[src/rtl/regfile_write_arbiter.sv]
// Round-robin valid/ready arbiter for the single register-file write port; outputs registered, 1-cycle latency.
// Define REGFILE_INIT_CLEAR_EN to add a post-reset sweep that zeroes X0..ZERO_REG-1 (Busy=1, Ready held low).
module regfile_write_arbiter #(
   parameter int DATA_WIDTH = 64,
   parameter int ADDR_WIDTH = 5,
   parameter int ZERO_REG   = 31
) (
   input  logic                  Clk,
   input  logic                  Reset,
   input  logic                  Req0Valid,
   output logic                  Req0Ready,
   input  logic [ADDR_WIDTH-1:0] Req0RW,
   input  logic [DATA_WIDTH-1:0] Req0BusW,
   input  logic                  Req1Valid,
   output logic                  Req1Ready,
   input  logic [ADDR_WIDTH-1:0] Req1RW,
   input  logic [DATA_WIDTH-1:0] Req1BusW,
   output logic [ADDR_WIDTH-1:0] RW,
   output logic [DATA_WIDTH-1:0] BusW,
   output logic                  RegWr,
   output logic                  Busy,
   output logic                  Dropped
);

   localparam logic [ADDR_WIDTH-1:0] ZERO_IDX = ADDR_WIDTH'(ZERO_REG);

   logic                  ptr;
   logic                  run;
   logic                  grant0;
   logic                  grant1;
   logic                  accept;
   logic [ADDR_WIDTH-1:0] sel_rw;
   logic [DATA_WIDTH-1:0] sel_busw;

`ifdef REGFILE_INIT_CLEAR_EN
   typedef enum logic {ST_INIT, ST_RUN} state_t;
   state_t                state;
   logic [ADDR_WIDTH-1:0] init_cnt;

   assign run  = (state == ST_RUN);
   assign Busy = (state == ST_INIT);
`else
   assign run  = 1'b1;
   assign Busy = 1'b0;
`endif

   // ptr=0 favours requester 0 on a tie; a lone requester always wins
   always_comb begin
      grant0 = run && !Reset && Req0Valid && (!Req1Valid || !ptr);
      grant1 = run && !Reset && Req1Valid && (!Req0Valid || ptr);
   end

   assign Req0Ready = grant0;
   assign Req1Ready = grant1;
   assign accept    = grant0 || grant1;
   assign sel_rw    = grant1 ? Req1RW : Req0RW;
   assign sel_busw  = grant1 ? Req1BusW : Req0BusW;

   always_ff @(posedge Clk) begin
      if (Reset) begin
         RegWr   <= 1'b0;
         RW      <= '0;
         BusW    <= '0;
         Dropped <= 1'b0;
         ptr     <= 1'b0;
`ifdef REGFILE_INIT_CLEAR_EN
         state    <= ST_INIT;
         init_cnt <= '0;
`endif
      end
`ifdef REGFILE_INIT_CLEAR_EN
      else if (state == ST_INIT) begin
         Dropped <= 1'b0;
         // counter reaching ZERO_IDX means the last sweep write is already on the port
         if (init_cnt == ZERO_IDX) begin
            RegWr <= 1'b0;
            state <= ST_RUN;
         end else begin
            RegWr    <= 1'b1;
            RW       <= init_cnt;
            BusW     <= '0;
            init_cnt <= init_cnt + ADDR_WIDTH'(1);
         end
      end
`endif
      else if (accept) begin
         RW      <= sel_rw;
         BusW    <= sel_busw;
         RegWr   <= (sel_rw != ZERO_IDX);
         Dropped <= (sel_rw == ZERO_IDX);
         ptr     <= grant0;
      end else begin
         RegWr   <= 1'b0;
         Dropped <= 1'b0;
      end
   end

endmodule

[config.mk]
export PLATFORM = sky130hd
export DESIGN_NAME = regfile_write_arbiter
export DESIGN_NICKNAME = d
export VERILOG_FILES = /design/src/rtl/regfile_write_arbiter.sv
export SDC_FILE = /design/constraint.sdc
export NUM_CORES = 1
export LEC_CHECK = 0
export CORE_MARGIN = 1.5
export CORE_UTILIZATION = 40
export CTS_BUF_LIST = sky130_fd_sc_hd__clkbuf_8
export DETAILED_ROUTE_END_ITERATION = 10
export PLACE_DENSITY = 0.87
export SLEW_MARGIN = 10
export SYNTH_ARGS = -nofsm -noshare
export SYNTH_HDL_FRONTEND = slang
export SYNTH_SLANG_ARGS = --single-unit
[constraint.sdc]
create_clock -name Clk -period 4.5 [get_ports Clk]
set_clock_uncertainty 0.05 [all_clocks]
set_input_delay 0.45 -clock Clk [delete_from_list [all_inputs] [get_ports Clk]]
set_output_delay 0.45 -clock Clk [all_outputs]
set_load 0.1 [all_outputs]
======== Yosys cells after proc, flatten, opt, wreduce, memory -nomap -nowiden ========
Cells that the tools add are included.
word-level totals
  bits in registers ....................... 72
  bits of input ports ..................... 142
  output and inout port bits .............. 74
  logic and storage cells ................. 22
operators by class
  equality and inequality tests ........... 2
  mux-type cells .......................... 2
  bitwise gates (word level) .............. 1
  reduce and logical (&&, ||, !) cells .... 12
operators by type and width
  cell                                         count
  two-way mux 64 bit                           1
  equality test 5 bit (second input constant)  1
  two-way mux 5 bit                            1
  != test 5 bit (second input constant)        1
  logical AND 1 bit                            4
  zero test 1 bit                              4
  logical OR 1 bit                             3
  OR reduction 2 bit                           1
  NOT 1 bit                                    1

======== Longest topological paths before layout ========
  word-level depth ........................ 6
  gate-level depth with buffers ........... 6
  mapped depth without buffers ............ 3

======== Least setup slack after synthesis ========
Ideal clock, no wire load.
  kind .................................... input -> output
  start point ............................. input Req1Valid
  end point ............................... output Req0Ready
  arrival time ............................ 3.334 ns
  required time ........................... 4.000 ns
  slack ................................... 0.666 ns
  cell stages on the path ................. 6
  path buffers ............................ 3
  path through ............................ buf_2 -> nor2b_1 -> and2_1 -> buf_6 -> buf_6 -> nor3_1
on the way
  word-level cells in the longest chain between the ends .. 3
RTL lines
  what                line  text
  start: declaration  14    input logic Req1Valid,
  zero test 1 bit     49    grant0 = run && !Reset && Req0Valid && (!Req1Valid || !ptr);
  logical OR 1 bit    49
  logical AND 1 bit   49
  end: declaration    11    output logic Req0Ready,
No other way between the ends.

======== Final worst setup path ========
  start point ............................. input Reset
  end point ............................... output Req0Ready
on the way
  word-level cells in the longest chain between the ends .. 3
RTL lines
  what                             line  text
  start: declaration               9     input logic Reset,
  zero test 1 bit                  49
  logical AND 1 bit (2 in series)  49
No other way between the ends.

==> reports/results.ini <==
[worst_setup_path]
cp_slowest_cell=buf_2
worstPathArrival_ps=2360
cp-end-kind=output pin
path_common_cell=buf_4
worstReg2RegStart=ptr
crit_start=Reset
worstRegToRegCells=4
cp.required_ps=4000
cpPeakStageDelay_ps=570
rrSetupSlack_ps=2670
r2r_end=BusW[14]
cp_max_fo=40
crit_chain=buf_2 -> buf_4 -> nor2b_1 -> and2_2 -> nor3_1 -> buf_4
path_buf_inv=3
critPathTopFamily=buffers and inverters
critical_path_class=in -> out
startpoint_type=input pin

[worst_hold_path]
holdPathStages=2
min_path_type=reg -> reg
hold_end=ptr
min_from=ptr

[synthesis]
synth_flop_cell=dfxtp_1
synth_area_mm2=0.00335
yosys-top-cells-area=dfxtp_1, a221o_1, a2111oi_0
syn_inst=342
synth_area_per_cell_um2=9.80
synth-seq-area-share=0.430
synth_top_area_cell=dfxtp_1
ys_warn_count=0
ys_types=24
synth_edf_count=0
yosys-top-cells-count=dfxtp_1, a2111oi_0, a221o_1, inv_1, clkbuf_1
synth_top_area_share=0.430
synth_nets=484
ys_ff_latch=72
ys_async_sr_fraction=0
synth_most_common_cell=dfxtp_1

[power_and_ir_drop]
leakage_nw=2.28
sw_frac_of_total=0.381
seq_power_share=0.330
ir_drop_uv=199
power.density_mw_per_mm2=386
p_comb_frac=0.367
switching_power_uw=839
internal_power_mw=1.37
p_total_mw=2.21
pwr-share-clk=0.302

[finish]
synthToLayoutAreaGrowth_pct=70.5
nets=668
num_antenna_cells=0
finish.utilization=0.699
layout-drive-gt1-share=0.0584

[die]
initial_core_util=0.410
die_width_um=94.5
core_area_mm2=0.00818
dieArea_mm2=0.00894
die_height_um=94.5
row_count=33
ios=216

[cts]
cts_setup_buffers=0
cts.repair.resized=0
ctsRootBufferMaster=clkbuf_8
clkLatencyLatePin_ps=340
htree_levels=3
cts_buffer_depth=2
cts_tree=built
cts.clk_slew.worst_paths_ps=80
clock_sinks=72
numCtsBuffers=9
cts_hold_buf=0

[sta]
tightest_slew_ps=1040
drv_slew=0
setup_total_negative_slack_ps=0
fmax_mhz=349
period_needed_ps=2860
fin_hold_ws_ps=435
setup_viol=0
rsz0062_at_grt=false
hold_viol=0
period_share=0.636
slew_headroom=0.305

[global_route]
grt_pass1_vias=3645
globalRouteTotalUtil=0.264
antenna_found_initial=0
grt_pass1_wl_mm=18.5
overflow=0
grt_max_degree=74

[place]
place.gp.congestion=0.760
portBuffers=214
place_hpwl_mm=7.80

[routing]
route.detailed.drc=0
first_iter_violations=218
dr.pass1.iters=5
drtAntennaViolNets=0
viasPerCell=5.85
routed_wl_mm=12.1
vias=3719
routedWlPerCell_um=19.0

[job]
drv_cap=0

[run_status]
status=completed

==> placed cells by master (no fill, tap or decap), drive strengths merged <==
cell type        n
nor2             2
buf             10
inv             69
conb             1
clkbuf          12
nor2b            1
o211a            1
nand3            1
a21oi            1
a2111oi         69
and4             1
dfxtp           72
a221o           69
nand2b           2
nand4            1
bufinv           3
nor3             2
o41ai            1
clkinv           1
and3             1
clkdlybuf4s50  210
and2             1
==> final cells by class <==
| type | count | area, µm² |
|---|---|---|
| inverters | 69 | 259 |
| flip-flops and latches | 72 | 1440 |
| multi-input cells | 154 | 1420 |
| clock inverters | 4 | 98.8 |
| well taps | 105 | 131 |
| fillers | 628 | 2460 |
| repair buffers | 220 | 2200 |
| clock buffers | 12 | 165 |
==> worst register-to-register path: cells and delay by family (launching register included) <==
kind	cells	cell delay [ps]
compound gates	2	910
simple gates	1	170
buf+inv	1	330
flops	1	320
==> kinds of logic (layout without fill, tap and decap cells) <==
logic type	after synthesis	in the layout	synth area share
simple gates	12	12	0.0228
other cells	1	1	0.00112
compound gates	141	141	0.396
flops	72	72	0.430
buf+inv	116	305	0.150
==> layer usage <==
| layer | up-vias | track usage | share of wire |
|---|---|---|---|
| met5 | - | 0 | 0 |
| met4 | 0 | 0.113 | 0.026 |
| met3 | 30 | 0.0636 | 0.093 |
| met2 | 209 | 0.441 | 0.48 |
| met1 | 1761 | 0.322 | 0.40 |
| li1 | 1719 | - | - |
==> state kept, by name, indices dropped and copies added, names as in the netlist <==
signal and count:
BusW 64, RW 5, Dropped 1, RegWr 1, ptr 1
==> power by group through the flow <==
stage / Sequential (mW) / Clock, mW / Combinational, mW
after floorplan: 1.14 / 0 / 0.141
after global placement: 0.739 / 0 / 0.797
after detailed placement: 0.739 / 0 / 0.806
after CTS: 0.727 / 0.678 / 0.808
after global routing: 0.734 / 0.704 / 0.838
final: 0.728 / 0.667 / 0.810
==> how the worst max path moves through the flow <==
stage                endpoint  cells past startpoint
floorplan           Req0Ready                      6
global placement     BusW[34]                      5
detailed placement   BusW[16]                      5
CTS                 Req0Ready                      6
global route        Req0Ready                      6
finish              Req0Ready                      6
==> per-stage QoR <==
step           setup WS (ps)  cells  instance area [µm²]
6_report                1640    636                 5710
3_5_place_dp            1550    619                 5430
3_3_place_gp            1680    619                 5430
5_1_grt                 1550    636                 5710
4_1_cts                 1670    635                 5690
2_1_floorplan            666    342                 3350
Note: power is estimated with default switching activity, not from simulation.
